$ cat config.mk
export PLATFORM = sky130hd
export DESIGN_NAME = serial_frame_arbiter_flat
export DESIGN_NICKNAME = d
export VERILOG_FILES = /design/src/rtl/serial_frame_arbiter_if.sv /design/src/rtl/serial_frame_arbiter.sv /design/src/flat_wrapper.sv
export SDC_FILE = /design/constraint.sdc
export NUM_CORES = 1
export LEC_CHECK = 0
export ABC_AREA = 1
export BUFFER_PORTS_ARGS = -buffer_cell sky130_fd_sc_hd__clkbuf_2
export CAP_MARGIN = 20
export CORE_MARGIN = 2
export CORE_UTILIZATION = 25
export CTS_CLUSTER_DIAMETER = 120
export CTS_CLUSTER_SIZE = 24
export DETAILED_ROUTE_END_ITERATION = 6
export GPL_ROUTABILITY_DRIVEN = 0
export PLACE_DENSITY = 0.46
export SYNTH_ARGS = -nofsm -noshare
export SYNTH_HDL_FRONTEND = slang
export SYNTH_SLANG_ARGS = --single-unit
$ cat constraint.sdc
create_clock -name CLK -period 2.14 [get_ports CLK]
set_input_delay 0.107 -clock CLK [delete_from_list [all_inputs] [get_ports CLK]]
set_output_delay 0.107 -clock CLK [all_outputs]
set_load 0.1 [all_outputs]
$ cat src/rtl/serial_frame_arbiter_if.sv
// Bundle between the serial sources, the shared deserializer
// and the frame consumer, as seen by serial_frame_arbiter.
interface serial_frame_arbiter_if #(
  parameter int NUM_SRC    = 4,
  parameter int FRAME_BITS = 256
);
  localparam int SW = $clog2(NUM_SRC);
  localparam int BW = $clog2(FRAME_BITS + 1);

  logic [NUM_SRC-1:0] REQ;
  logic [NUM_SRC-1:0] SERIAL_SRC;
  logic [NUM_SRC-1:0] GNT;
  logic               DES_READY;
  logic               DES_SERIAL;
  logic               DES_COMPLETE;
  logic               FRAME_VALID;
  logic [SW-1:0]      FRAME_SRC;
  logic               FRAME_ACK;
  logic               ABORT;
  logic               TIMEOUT_ERR;
  logic [BW-1:0]      BIT_COUNT;

  modport master (
    output REQ, SERIAL_SRC, DES_COMPLETE, FRAME_ACK,
    input  GNT, DES_READY, DES_SERIAL, FRAME_VALID,
    input  FRAME_SRC, ABORT, TIMEOUT_ERR, BIT_COUNT
  );

  modport slave (
    input  REQ, SERIAL_SRC, DES_COMPLETE, FRAME_ACK,
    output GNT, DES_READY, DES_SERIAL, FRAME_VALID,
    output FRAME_SRC, ABORT, TIMEOUT_ERR, BIT_COUNT
  );
endinterface

$ cat src/rtl/serial_frame_arbiter.sv
// Round-robin owner of one shared deserializer: grants a serial
// source, streams its frame, then sequences complete/ack.
module serial_frame_arbiter #(
  parameter int NUM_SRC    = 4,
  parameter int FRAME_BITS = 256,
  parameter int TIMEOUT    = 64
) (
  input logic                   CLK,
  input logic                   RESET,
  serial_frame_arbiter_if.slave bus
);
  localparam int SW = $clog2(NUM_SRC);
  localparam int BW = $clog2(FRAME_BITS + 1);
  localparam int TW = $clog2(TIMEOUT + 1);

  typedef enum logic [1:0] {
    IDLE,
    STREAM,
    WAIT_DONE,
    HOLD
  } state_t;

  state_t        st;
  state_t        nxt;
  logic [SW-1:0] ptr;
  logic [SW-1:0] src;
  logic [SW-1:0] win;
  logic [SW-1:0] cand;
  logic [BW-1:0] bcnt;
  logic [TW-1:0] tcnt;
  logic          abort_q;
  logic          terr_q;
  logic          abort_c;
  logic          terr_c;
  logic          hit;
  logic          ptr_ld;
  logic          last_bit;
  logic          tmo;
  int            idx;

  // first requester strictly after the last owner, wrapping
  always_comb begin
    hit  = 1'b0;
    win  = '0;
    idx  = 0;
    cand = '0;
    for (int i = 1; i <= NUM_SRC; i++) begin
      idx  = (int'(ptr) + i) % NUM_SRC;
      cand = SW'(idx);
      if (!hit && bus.REQ[cand]) begin
        hit = 1'b1;
        win = cand;
      end
    end
  end

  assign last_bit = bcnt == BW'(FRAME_BITS - 1);
  assign tmo      = tcnt == TW'(TIMEOUT - 1);

  always_comb begin
    nxt     = st;
    abort_c = 1'b0;
    terr_c  = 1'b0;
    ptr_ld  = 1'b0;
    unique case (st)
      IDLE: begin
        if (hit) nxt = STREAM;
      end
      STREAM: begin
        if (!bus.REQ[src]) begin
          nxt     = IDLE;
          abort_c = 1'b1;
        end else if (last_bit) begin
          nxt = WAIT_DONE;
        end
      end
      WAIT_DONE: begin
        if (bus.DES_COMPLETE) begin
          nxt = HOLD;
        end else if (tmo) begin
          nxt    = IDLE;
          terr_c = 1'b1;
          ptr_ld = 1'b1;
        end
      end
      HOLD: begin
        if (bus.FRAME_ACK) begin
          nxt    = IDLE;
          ptr_ld = 1'b1;
        end
      end
      default: nxt = IDLE;
    endcase
  end

  always_ff @(posedge CLK or negedge RESET) begin
    if (!RESET) begin
      st      <= IDLE;
      ptr     <= SW'(NUM_SRC - 1);
      src     <= '0;
      bcnt    <= '0;
      tcnt    <= '0;
      abort_q <= 1'b0;
      terr_q  <= 1'b0;
    end else begin
      st      <= nxt;
      abort_q <= abort_c;
      terr_q  <= terr_c;
      if (st == IDLE && hit) src <= win;
      if (ptr_ld) ptr <= src;
      if (st == IDLE || nxt == IDLE) bcnt <= '0;
      else if (st == STREAM) bcnt <= bcnt + 1'b1;
      tcnt <= (st == WAIT_DONE) ? tcnt + 1'b1 : '0;
    end
  end

  always_comb begin
    bus.GNT = '0;
    if (st == STREAM) bus.GNT[src] = 1'b1;
  end

  assign bus.DES_READY   = (st == STREAM) || (st == WAIT_DONE);
  assign bus.DES_SERIAL  = (st == STREAM) && bus.SERIAL_SRC[src];
  assign bus.FRAME_VALID = st == HOLD;
  assign bus.FRAME_SRC   = src;
  assign bus.ABORT       = abort_q;
  assign bus.TIMEOUT_ERR = terr_q;
  assign bus.BIT_COUNT   = bcnt;
endmodule

$ cat src/flat_wrapper.sv
// flat-port wrapper written by rule: the top's interface ports become plain ports
module serial_frame_arbiter_flat 
#(
  parameter int NUM_SRC    = 4,
  parameter int FRAME_BITS = 256,
  parameter int TIMEOUT    = 64
)
  (CLK, RESET, bus_REQ, bus_SERIAL_SRC, bus_DES_COMPLETE, bus_FRAME_ACK, bus_GNT, bus_DES_READY, bus_DES_SERIAL, bus_FRAME_VALID, bus_FRAME_SRC, bus_ABORT, bus_TIMEOUT_ERR, bus_BIT_COUNT);
  serial_frame_arbiter_if #(.NUM_SRC(NUM_SRC), .FRAME_BITS(FRAME_BITS)) bus_i ();
  input logic CLK;
  input logic RESET;
  input wire logic [$bits(bus_i.REQ)-1:0] bus_REQ;
  input wire logic [$bits(bus_i.SERIAL_SRC)-1:0] bus_SERIAL_SRC;
  input wire logic [$bits(bus_i.DES_COMPLETE)-1:0] bus_DES_COMPLETE;
  input wire logic [$bits(bus_i.FRAME_ACK)-1:0] bus_FRAME_ACK;
  output wire logic [$bits(bus_i.GNT)-1:0] bus_GNT;
  output wire logic [$bits(bus_i.DES_READY)-1:0] bus_DES_READY;
  output wire logic [$bits(bus_i.DES_SERIAL)-1:0] bus_DES_SERIAL;
  output wire logic [$bits(bus_i.FRAME_VALID)-1:0] bus_FRAME_VALID;
  output wire logic [$bits(bus_i.FRAME_SRC)-1:0] bus_FRAME_SRC;
  output wire logic [$bits(bus_i.ABORT)-1:0] bus_ABORT;
  output wire logic [$bits(bus_i.TIMEOUT_ERR)-1:0] bus_TIMEOUT_ERR;
  output wire logic [$bits(bus_i.BIT_COUNT)-1:0] bus_BIT_COUNT;
  assign bus_i.REQ = bus_REQ;
  assign bus_i.SERIAL_SRC = bus_SERIAL_SRC;
  assign bus_i.DES_COMPLETE = bus_DES_COMPLETE;
  assign bus_i.FRAME_ACK = bus_FRAME_ACK;
  assign bus_GNT = bus_i.GNT;
  assign bus_DES_READY = bus_i.DES_READY;
  assign bus_DES_SERIAL = bus_i.DES_SERIAL;
  assign bus_FRAME_VALID = bus_i.FRAME_VALID;
  assign bus_FRAME_SRC = bus_i.FRAME_SRC;
  assign bus_ABORT = bus_i.ABORT;
  assign bus_TIMEOUT_ERR = bus_i.TIMEOUT_ERR;
  assign bus_BIT_COUNT = bus_i.BIT_COUNT;
  serial_frame_arbiter #(.NUM_SRC(NUM_SRC), .FRAME_BITS(FRAME_BITS), .TIMEOUT(TIMEOUT)) u_core (.CLK(CLK), .RESET(RESET), .bus(bus_i));
endmodule
==> run metrics <==
clock sinks 24; PostCTS Resize Cnt 0; post-synth top area share between 30% and 40%; post-synthesis sequential area ratio just under 40%; Reg2Reg Capture Point u_core.bus.BIT_COUNT[7]$_DFFE_PN0P_; clock skew roughly 7.4 ps; CP Class flip-flop to primary output; distinct cell type count after synthesis 30; critical path's slowest cell dfrtp_1; wire per inst 11.1 microns; starting density of the core about a quarter; largest fanout on the critical path 6; RR Startpoint u_core.bus.BIT_COUNT[3]$_DFFE_PN0P_; Clock Power Share 12.7%; Syn Area/Cell around 7.4 sq um; H-tree level count 1; std cell rows 28; synthesized netlist cell count a little over 200; dpl hpwl about 2700 microns; area grow syn2layout 30.4%; CTS tree built; largest net degree at the start of global routing 25; worst hold path type primary input to flip-flop; final hold viol count 0; Setup WS pre-CTS roughly 280 ps; Routed Wire Length approximately 3500 microns; core area approximately 5900 sq um; register bit total from synthesis 24; Port Buffers 31; cell mode on critical path inv_1; final setup TNS 0 ps; Comb pwr share 64.5%; status finished clean; crit end category primary output; hold endpoint u_core.ptr[1]$_DFFE_PN1P_; switching portion of total power a little under three fifths; Ys Warns 0; CTS max path bufs 2; FF+latch area a little over 600 sq um; Skew-Pair Late Insertion Delay between 200 and 300 ps; crit-path cells inv_1, ha_1, inv_1, buf_4, a31oi_4, buf_12; switching power 1830 uW; synthesized area roughly 1500 sq um; DRT antenna net count 0; internal reg-to-reg setup slack 290 ps; Reg power frac 22.8%; layout cells sized above 1 between 20% and 30%; Worst Path Arrival around 1800 ps; vias in the first global route 1,320; TritonCTS buffer count 3; die outline width about 80 microns; total track usage a little under an eighth; cell-internal power around 1400 uW; number of buffers and inverters on the critical path 4; R2R cell count 14; Final period util 90.3%; Final WS setup around 210 ps; initial drt markers between 50 and 60; minimum clock period slightly below 2000 ps; # setup viols final 0; first-pass GRT wire length approximately 6000 microns; Boundary Pins 32; DRC violations left 0; Hold Crit Depth 4; Max stage delay on crit path ~440 ps; RSZ-0062 raised after global routing false; Rel. slew slack approximately three fifths; crit start category flip-flop; Fmax achieved around 520 MHz; Hold Startpoint bus_FRAME_ACK; cell family with most CP delay buffers and inverters; CTS root buf clkbuf_8; Layout Utilization 33.8%; synth top area cells dfrtp_1, nand2_1, inv_1; via count 1,387; die area 6790 sq um; Synth area leader dfrtp_1; Critical Path RT slightly above 2000 ps; max cap viols 0; vias per inst 4.39; worst vdd ir roughly 1.1 mV; ANT cells 0; pwr/cell area ~1600 nW/um^2; Static Leak ~0.00098 uW; syn nets 227; Die Span Y between 80 and 90 microns; filler cell count between 600 and 700; final slew viol count 0; NumNets Final around 260; 1st-pass router iterations 4; Slew @ Worst Pin around 620 ps; antenna violations before repair 0; multi-input logic area between 800 and 900 sq um; total grt overflow 0; clock transition at the registers of the reported paths 90 ps
==> cells by family after synthesis <==
family	after synthesis	synth area share (%)
mux	1	0.651
fa+ha+maj	8	6.51
xor+xnor	6	3.42
flops	24	39.3
buf+inv	34	9.36
compound gates	28	10.1
simple gates	106	30.7
==> stage by stage <==
step	instance area, sq um	hold WS [ps]	total power (uW)	instances
after CTS	2000	159	3260	316
final	2000	162	3210	316
after global placement	1920	163	2850	311
after detailed placement	1920	161	2840	311
after global routing	2000	185	3490	316
after floorplan	1610	-189	2390	207
==> synthesized netlist by cell type <==
master,number
nand2_1,55
inv_1,28
dfrtp_1,22
nor2_1,18
o21ai_0,15
nand3_1,12
ha_1,8
a21oi_1,7
nand2_2,5
nand4_1,5
nor3_1,5
xor2_1,5
buf_2,3
a31oi_1,2
dfstp_2,2
a211oi_1,1
a21oi_2,1
buf_6,1
inv_2,1
inv_6,1
mux2i_1,1
nand2_4,1
nand3b_1,1
nor2_4,1
nor3b_1,1
o2111ai_1,1
o21a_1,1
or2_2,1
or3_1,1
xnor2_1,1
==> repair_timing <==
action                                  CTS  global route
endpoints found under the setup margin    0             0
buffers inserted                          0             0
hold buffers                              1             0
endpoints found under the hold margin    22             0
==> layout make-up <==
| type | instances | area share, % |
|---|---|---|
| multi-input combinational | 149 | 42.4 |
| tap | 75 | 4.68 |
| timing repair buffer | 34 | 12.7 |
| sequential | 24 | 30.7 |
| clock inverter | 1 | 1.50 |
| clock buffer | 3 | 2.06 |
| inverter | 30 | 5.87 |
==> power by group through the flow <==
stage / clock, uW / sequential, uW / combinational, uW
3_3_place_gp: 0 / 751 / 2100
3_5_place_dp: 0 / 750 / 2090
6_report: 407 / 733 / 2070
2_1_floorplan: 0 / 943 / 1440
5_1_grt: 450 / 762 / 2280
4_1_cts: 421 / 738 / 2100
==> worst max-delay path by stage <==
| stage | endpoint | depth (start not counted) | from |
|---|---|---|---|
| after CTS | bus_DES_SERIAL | 6 | u_core.st[1]$_DFF_PN0_ |
| after floorplan | u_core.bus.BIT_COUNT[8]$_DFFE_PN0P_ | 13 | u_core.bus.BIT_COUNT[0]$_DFFE_PN0P_ |
| after global placement | u_core.bus.BIT_COUNT[0]$_DFFE_PN0P_ | 14 | u_core.bus.BIT_COUNT[3]$_DFFE_PN0P_ |
| final | bus_DES_SERIAL | 6 | u_core.st[1]$_DFF_PN0_ |
| after global routing | u_core.bus.BIT_COUNT[8]$_DFFE_PN0P_ | 14 | u_core.bus.BIT_COUNT[3]$_DFFE_PN0P_ |
| after detailed placement | u_core.bus.BIT_COUNT[7]$_DFFE_PN0P_ | 14 | u_core.bus.BIT_COUNT[3]$_DFFE_PN0P_ |
==> worst register-to-register path: stages (launching register included) <==
cell and delay, ps:
dfrtp_2 400, nand2_1 90, nor2_1 130, nand3_1 90, nor3_1 150, ha_1 190
nor2_1 50, nand3_1 80, nand2_1 50, nand2_1 50, nand2_1 60, a21oi_2 150
nand2_2 80, nand2_4 110, nor2_1 60
==> registers in the layout (all words and copies together), names as in the netlist <==
signal / flops
u_core.bus.BIT_COUNT: 9
u_core.st: 2
u_core.ptr: 2
u_core.tcnt: 7
u_core.bus.ABORT: 1
u_core.bus.TIMEOUT_ERR: 1
u_core.bus.FRAME_SRC: 2
==> layer usage <==
| metal | wire length, microns | up-vias | global-route usage [%] |
|---|---|---|---|
| met1 | 1660 | 625 | 15.4 |
| li1 | - | 729 | - |
| met3 | 174 | 0 | 2.93 |
| met4 | 0 | 0 | 2.50 |
| met5 | 0 | - | 0 |
| met2 | 1670 | 33 | 18.1 |
==> cell usage in the layout, fill, tap and decap left out, types with 2 or more instances in the layout <==
cell type,synthesis,layout
a21oi_1,7,7
buf_12,0,5
buf_4,0,2
clkbuf_2,0,26
clkbuf_8,0,3
dfrtp_1,22,12
dfrtp_2,0,10
dfstp_2,2,2
ha_1,8,8
inv_1,28,28
nand2_1,55,55
nand2_2,5,5
nand3_1,12,12
nand4_1,5,5
nor2_1,18,18
nor3_4,0,4
o21ai_0,15,15
xor2_1,5,5
(Power assumes the default switching activity.)
